`config.mk`:
```
export PLATFORM = sky130hd
export DESIGN_NAME = uart_tx_arbiter_flat
export DESIGN_NICKNAME = d
export VERILOG_FILES = /design/src/rtl/uart_tx_arbiter_if.sv /design/src/rtl/uart_tx_arbiter.sv /design/src/flat_wrapper.sv
export SDC_FILE = /design/constraint.sdc
export NUM_CORES = 1
export LEC_CHECK = 0
export BUFFER_PORTS_ARGS = -buffer_cell sky130_fd_sc_hd__buf_4
export CAP_MARGIN = 25
export CORE_MARGIN = 4
export CORE_UTILIZATION = 45
export DETAILED_ROUTE_END_ITERATION = 10
export GPL_ROUTABILITY_DRIVEN = 0
export PLACE_DENSITY = 0.75
export SYNTH_ARGS = -nofsm -noshare
export SYNTH_HDL_FRONTEND = slang
export SYNTH_SLANG_ARGS = --single-unit
```
`constraint.sdc`:
```
create_clock -name clk -period 1.51 [get_ports clk]
set_input_delay 0.0755 -clock clk [delete_from_list [all_inputs] [get_ports clk]]
set_output_delay 0.0755 -clock clk [all_outputs]
set_load 0.05 [all_outputs]
```
`src/rtl/uart_tx_arbiter_if.sv`:
```
// Request/serializer bundle between the echo and message front-ends, the
// transmit arbiter and the UART serializer.
interface uart_tx_arbiter_if #(
  parameter int DATA_W = 8
);
  // Valid/ready: a requester raises *_valid with stable data (and msg_last)
  // and holds them until it sees *_ready high for one cycle; it may present
  // the next item on the clock edge that ends that ready cycle.
  logic              echo_valid;
  logic [DATA_W-1:0] echo_data;
  logic              echo_ready;
  logic              msg_valid;
  logic [DATA_W-1:0] msg_data;
  logic              msg_last;
  logic              msg_ready;
  logic              tx_start;
  logic [DATA_W-1:0] tx_data;
  logic              tx_busy;

  modport master (
    input  echo_valid, echo_data, msg_valid, msg_data, msg_last, tx_busy,
    output echo_ready, msg_ready, tx_start, tx_data
  );

  modport slave (
    output echo_valid, echo_data, msg_valid, msg_data, msg_last, tx_busy,
    input  echo_ready, msg_ready, tx_start, tx_data
  );
endinterface

```
`src/rtl/uart_tx_arbiter.sv`:
```
// Shares one UART serializer between echo and message requesters, locking the
// line for whole messages. Define TX_ARB_RR_EN for round-robin arbitration.
module uart_tx_arbiter #(
  parameter int DATA_W       = 8,
  parameter int CNT_W        = 10,
  parameter int BUSY_TIMEOUT = 16
) (
  input  logic                 clk,
  input  logic                 rst,
  input  logic                 SW,
  uart_tx_arbiter_if.master    bus,
  output logic [1:0]           grant,
  output logic                 word_on_line,
  output logic [CNT_W-1:0]     sent_count,
  output logic                 tx_err,
  output logic [2:0]           state_dbg
);

  localparam int TMO_W = $clog2(BUSY_TIMEOUT + 1);

  typedef enum logic [2:0] {
    S_IDLE        = 3'd0,
    S_LOAD        = 3'd1,
    S_WAIT_ACCEPT = 3'd2,
    S_WAIT_DONE   = 3'd3,
    S_HOLD        = 3'd4
  } state_t;

  state_t              state, state_nxt;
  logic [TMO_W-1:0]    tmo_cnt, tmo_cnt_nxt;
  logic                last_lat, last_lat_nxt;
  logic                pick_echo, pick_msg, load;
  logic                busy_timeout, byte_done, owner_done;
  logic                tx_start_nxt, echo_ready_nxt, msg_ready_nxt;
  logic [DATA_W-1:0]   tx_data_nxt;
  logic [1:0]          grant_nxt;
  logic                word_on_line_nxt, tx_err_nxt;
  logic [CNT_W-1:0]    sent_count_nxt;
`ifdef TX_ARB_RR_EN
  logic                last_msg, last_msg_nxt;
`endif

  // Requests are only sampled in IDLE and HOLD; HOLD admits the message side only.
  always_comb begin
    pick_echo = 1'b0;
    pick_msg  = 1'b0;
    if (state == S_IDLE) begin
      if (bus.echo_valid && bus.msg_valid && SW) begin
`ifdef TX_ARB_RR_EN
        pick_echo = last_msg;
`else
        pick_echo = 1'b1;
`endif
        pick_msg = ~pick_echo;
      end else begin
        pick_echo = bus.echo_valid;
        pick_msg  = bus.msg_valid & SW;
      end
    end else if (state == S_HOLD) begin
      pick_msg = bus.msg_valid & SW;
    end
  end

  assign load         = pick_echo | pick_msg;
  assign busy_timeout = (state == S_WAIT_ACCEPT) && !bus.tx_busy &&
                        (tmo_cnt == TMO_W'(BUSY_TIMEOUT - 1));
  assign byte_done    = (state == S_WAIT_DONE) && !bus.tx_busy;
  assign owner_done   = grant[0] | last_lat;
  assign state_dbg    = state;

  always_comb begin
    state_nxt = state;
    case (state)
      S_IDLE:        if (load) state_nxt = S_LOAD;
      S_LOAD:        state_nxt = S_WAIT_ACCEPT;
      S_WAIT_ACCEPT: begin
        if (bus.tx_busy)       state_nxt = S_WAIT_DONE;
        else if (busy_timeout) state_nxt = S_IDLE;
      end
      S_WAIT_DONE:   if (byte_done) state_nxt = owner_done ? S_IDLE : S_HOLD;
      S_HOLD: begin
        if (load)     state_nxt = S_LOAD;
        else if (!SW) state_nxt = S_IDLE;
      end
      default:       state_nxt = S_IDLE;
    endcase
  end

  // Every output is computed here one cycle early and registered below.
  always_comb begin
    tx_start_nxt     = load;
    echo_ready_nxt   = pick_echo;
    msg_ready_nxt    = pick_msg;
    tx_data_nxt      = bus.tx_data;
    grant_nxt        = grant;
    word_on_line_nxt = word_on_line;
    sent_count_nxt   = sent_count;
    tx_err_nxt       = tx_err;
    last_lat_nxt     = last_lat;
    tmo_cnt_nxt      = tmo_cnt;
`ifdef TX_ARB_RR_EN
    last_msg_nxt     = last_msg;
`endif
    if (load) begin
      tx_data_nxt      = pick_echo ? bus.echo_data : bus.msg_data;
      grant_nxt        = {pick_msg, pick_echo};
      word_on_line_nxt = 1'b1;
      last_lat_nxt     = pick_msg & bus.msg_last;
`ifdef TX_ARB_RR_EN
      last_msg_nxt     = pick_msg;
`endif
    end
    if (state == S_LOAD)
      tmo_cnt_nxt = '0;
    else if (state == S_WAIT_ACCEPT && !bus.tx_busy)
      tmo_cnt_nxt = tmo_cnt + TMO_W'(1);
    if (busy_timeout) begin
      tx_err_nxt       = 1'b1;
      grant_nxt        = 2'b00;
      word_on_line_nxt = 1'b0;
    end
    if (byte_done) begin
      sent_count_nxt   = sent_count + CNT_W'(1);
      word_on_line_nxt = 1'b0;
      if (owner_done) grant_nxt = 2'b00;
    end
    if (state == S_HOLD && !load && !SW)
      grant_nxt = 2'b00;
  end

  always_ff @(posedge clk or negedge rst) begin
    if (!rst) begin
      state          <= S_IDLE;
      tmo_cnt        <= '0;
      last_lat       <= 1'b0;
      bus.tx_start   <= 1'b0;
      bus.echo_ready <= 1'b0;
      bus.msg_ready  <= 1'b0;
      bus.tx_data    <= '0;
      grant          <= 2'b00;
      word_on_line   <= 1'b0;
      sent_count     <= '0;
      tx_err         <= 1'b0;
`ifdef TX_ARB_RR_EN
      last_msg       <= 1'b1;
`endif
    end else begin
      state          <= state_nxt;
      tmo_cnt        <= tmo_cnt_nxt;
      last_lat       <= last_lat_nxt;
      bus.tx_start   <= tx_start_nxt;
      bus.echo_ready <= echo_ready_nxt;
      bus.msg_ready  <= msg_ready_nxt;
      bus.tx_data    <= tx_data_nxt;
      grant          <= grant_nxt;
      word_on_line   <= word_on_line_nxt;
      sent_count     <= sent_count_nxt;
      tx_err         <= tx_err_nxt;
`ifdef TX_ARB_RR_EN
      last_msg       <= last_msg_nxt;
`endif
    end
  end

endmodule

```
`src/flat_wrapper.sv`:
```
// flat-port wrapper written by rule: the top's interface ports become plain ports
module uart_tx_arbiter_flat 
#(
  parameter int DATA_W       = 8,
  parameter int CNT_W        = 10,
  parameter int BUSY_TIMEOUT = 16
)
  (clk, rst, SW, grant, word_on_line, sent_count, tx_err, state_dbg, bus_echo_valid, bus_echo_data, bus_msg_valid, bus_msg_data, bus_msg_last, bus_tx_busy, bus_echo_ready, bus_msg_ready, bus_tx_start, bus_tx_data);
  uart_tx_arbiter_if #(.DATA_W(DATA_W)) bus_i ();
  input  logic clk;
  input  logic rst;
  input  logic SW;
  output logic [1:0] grant;
  output logic word_on_line;
  output logic [CNT_W-1:0] sent_count;
  output logic tx_err;
  output logic [2:0] state_dbg;
  input wire logic [$bits(bus_i.echo_valid)-1:0] bus_echo_valid;
  input wire logic [$bits(bus_i.echo_data)-1:0] bus_echo_data;
  input wire logic [$bits(bus_i.msg_valid)-1:0] bus_msg_valid;
  input wire logic [$bits(bus_i.msg_data)-1:0] bus_msg_data;
  input wire logic [$bits(bus_i.msg_last)-1:0] bus_msg_last;
  input wire logic [$bits(bus_i.tx_busy)-1:0] bus_tx_busy;
  output wire logic [$bits(bus_i.echo_ready)-1:0] bus_echo_ready;
  output wire logic [$bits(bus_i.msg_ready)-1:0] bus_msg_ready;
  output wire logic [$bits(bus_i.tx_start)-1:0] bus_tx_start;
  output wire logic [$bits(bus_i.tx_data)-1:0] bus_tx_data;
  assign bus_i.echo_valid = bus_echo_valid;
  assign bus_i.echo_data = bus_echo_data;
  assign bus_i.msg_valid = bus_msg_valid;
  assign bus_i.msg_data = bus_msg_data;
  assign bus_i.msg_last = bus_msg_last;
  assign bus_i.tx_busy = bus_tx_busy;
  assign bus_echo_ready = bus_i.echo_ready;
  assign bus_msg_ready = bus_i.msg_ready;
  assign bus_tx_start = bus_i.tx_start;
  assign bus_tx_data = bus_i.tx_data;
  uart_tx_arbiter #(.DATA_W(DATA_W), .CNT_W(CNT_W), .BUSY_TIMEOUT(BUSY_TIMEOUT)) u_core (.clk(clk), .rst(rst), .SW(SW), .bus(bus_i), .grant(grant), .word_on_line(word_on_line), .sent_count(sent_count), .tx_err(tx_err), .state_dbg(state_dbg));
endmodule
```
==> flow_summary.ini <==
[cells_and_area]
final_util_pct = 74.75
multi_input_area_sq_um = 893.4
stdcell_count = 267
final_layout_size_suffix_gt1_share_pct = 61.09
final_nets = 246
seq_area_sq_um = 855.8
fillers = 229
final_common_cell = buf_4
area_growth_syn_to_layout_pct = 57.34
mostFrequentLayoutCells = buf_4 (77), dfrtp_1 (30), mux2_4 (18)
antenna_cells = 0

[global_route]
grt_max_degree = 35
grt.overflow.total = 0
grt_use_total_pct = 20.50
grt_pass1_vias = 1412
antenna_found_initial = 0
grt_first_pass_wirelength_um = 6851

[sta]
period_share_pct = 108.7
tns_ns = -1.285
whs_ns = 0.02301
rsz0062_at_grt = yes
final-setup-viol-count = 13
fin_crit_ns = 1.642
hold_viol_final = 0
clock_skew_ns = 0.01140
worst_pin_slew_ns = 0.4437
fmax_mhz = 609.1
timing.final.ws_setup_ns = -0.1318
max_slew_margin_pct = 70.05
slew_violations = 0

[clocking]
root_buffer = clkbuf_4
cts_tree = built
cts_buffers = 5
htree_levels = 2
clockBufferDepth = 2
clk_pin_slew_worst_paths_ns = 0.11
clock_sinks = 34
insertion_delay_ns = 0.34

[synthesis]
synth.distinct_cells = 44
synth_area_leader_cell = dfrtp_1
syn_area_sq_mm = 0.001610
yosys-top-cells-area = dfrtp_1 (53%), mux2_2 (12%), xnor2_1 (3.3%)
postSynthCellCount = 135
synth-edff-count = 0
synth_xor_area_share_pct = 4.895
syn_nets = 161
avgSynthCellArea_sq_um = 11.93
synth_simple_gate_area_share_pct = 16.32
synthAdderAreaFrac_pct = 2.331
synth_seq_area_share_pct = 52.84
ys.flop_type = dfrtp_1
yosysWarnings = 0
async_flop_share_pct = 100.0
synth_compound_area_share_pct = 8.314
synth_top_family_by_area = simple AND/OR/NAND/NOR gates
yosys_register_bits = 34
synthMuxAreaShare_pct = 12.59
yosysTopAreaCellShare_pct = 52.84

[placement]
placedCellCount = 247
dp_hpwl_um = 3112
io_buffers = 50
dp_slack_ns = -0.1776

[critical_path]
cp-end-kind = flip-flop
worstPathArrival_ns = 1.88
worstPathMaxFanout = 6
cp.required_ns = 1.75
worstSetupPathType = flip-flop to flip-flop
startpoint_type = flip-flop
ff2ff_setup_slack_ns = -0.13

[run_status]
status = finished, violations left
violations = setup timing

[die]
start_util_pct = 47.51
fp.coreArea_sq_mm = 0.003390
ioPinCount = 51
num_rows = 21
die_y_um = 67.82
die_x_um = 67.82
die-area_sq_mm = 0.004600

[pwr]
p_comb_share_pct = 59.7
p_int_mw = 2.758
power_switching_mw = 2.270
power.density_cell_area_mw_per_mm2 = 1984
leakage_nw = 1.233
switching_share_pct = 45.15
power_frac_clock_pct = 10.5
pwr-share-seq_pct = 29.8
ir_drop_v = 0.001232

[detailed_routing]
wl_per_cell_um = 17.09
viasPerCell = 5.262
routed_wl_um = 4563
route.detailed.drc = 0
drtIter0Drc = 60
drt_first_pass_iters = 5
vias = 1405
ant_nets = 0

[worst_hold_path]
worst_hold_path_type = primary input to flip-flop

[flow_run]
cap_viol_max_count = 0
logic make-up after synthesis:
logic type,Yosys count
and+or+nand+nor,43
AOI/OAI and AO/OA,19
buffers and inverters,9
muxes,18
xor gates and xnor gates,9
adders and majority gates,3
DFF,34
sequential cells by signal, summed over array words and instances (netlist names):
name / flops
u_core.sent_count: 10
u_core.bus.tx_data: 8
u_core.tmo_cnt: 5
u_core.state_dbg: 3
u_core.grant: 2
u_core.bus.echo_ready: 1
u_core.bus.msg_ready: 1
u_core.bus.tx_start: 1
u_core.last_lat: 1
u_core.tx_err: 1
u_core.word_on_line: 1
worst paths after layout:
path,from,end,cells after the start
max,u_core.state_dbg[1],u_core.bus.tx_data[3],5
min,SW,u_core.state_dbg[2],3
max reg2reg,u_core.state_dbg[1],u_core.bus.tx_data[3],5
min reg2reg,u_core.tx_err,u_core.tx_err,1
max in group asynchronous,rst,u_core.sent_count[0],2
min in group asynchronous,rst,u_core.sent_count[1],2
timing repair:
| action | 4_1_cts | 5_1_grt |
|---|---|---|
| gates cloned | 1 | 0 |
| resized for setup | 11 | 26 |
| endpoints found under the setup margin | 17 | 18 |
| buffers inserted | 5 | 3 |
| pin swaps | 5 | 8 |
| hold endpoints to repair | 36 | 0 |
| hold buffers | 3 | 0 |
per-layer routing:
layer	vias to the layer above	part of all wire (%)	global-route usage, %
li1	658	-	-
met1	690	40	24.45
met2	44	51	34.14
met3	13	5.9	5.911
met4	0	2.5	9.429
met5	-	0	0
Yosys cell counts, drive strengths merged, types with 2 or more instances:
| cell type | n |
|---|---|
| nand4 | 4 |
| and3 | 2 |
| clkbuf | 2 |
| inv | 4 |
| a21oi | 6 |
| buf | 3 |
| o21ai | 3 |
| a211oi | 2 |
| nand3 | 4 |
| dfrtp | 34 |
| nor3 | 2 |
| mux2 | 18 |
| or3 | 3 |
| nand2 | 9 |
| ha | 3 |
| xnor2 | 6 |
| xor2 | 3 |
| nor2 | 6 |
through the flow:
step           power [mW]  cell area (sq um)
6_report            5.027               2534
5_1_grt             5.279               2534
4_1_cts             4.782               2407
3_5_place_dp        4.092               2226
3_3_place_gp        3.997               2226
2_1_floorplan       3.163               1674
worst max-delay path, stage by stage, from the launching register on:
cell and delay [ns]:
dfrtp_2 0.47, nor2_2 0.25, nand2_4 0.11, clkinvlp_4 0.15, mux2_4 0.32, mux2_4 0.25
final cells by class:
cell class	instances	share of cell area, %
Clock buffer	7	2.173
Clock inverter	1	0.1975
Inverter	4	0.7901
Multi-Input combinational cell	92	35.26
Sequential cell	34	33.78
Tap cell	46	2.272
Timing Repair Buffer	82	25.23
Timing Repair inverter	1	0.2963
power groups by stage:
| stage | clock network, mW | logic, mW | registers, mW |
|---|---|---|---|
| floorplan | 0 | 0.802 | 2.36 |
| global route | 0.582 | 3.15 | 1.54 |
| detailed placement | 0 | 2.59 | 1.51 |
| CTS | 0.543 | 2.75 | 1.49 |
| finish | 0.526 | 3.00 | 1.50 |
| global placement | 0 | 2.52 | 1.48 |
Note: power is estimated with default switching activity, not from simulation.
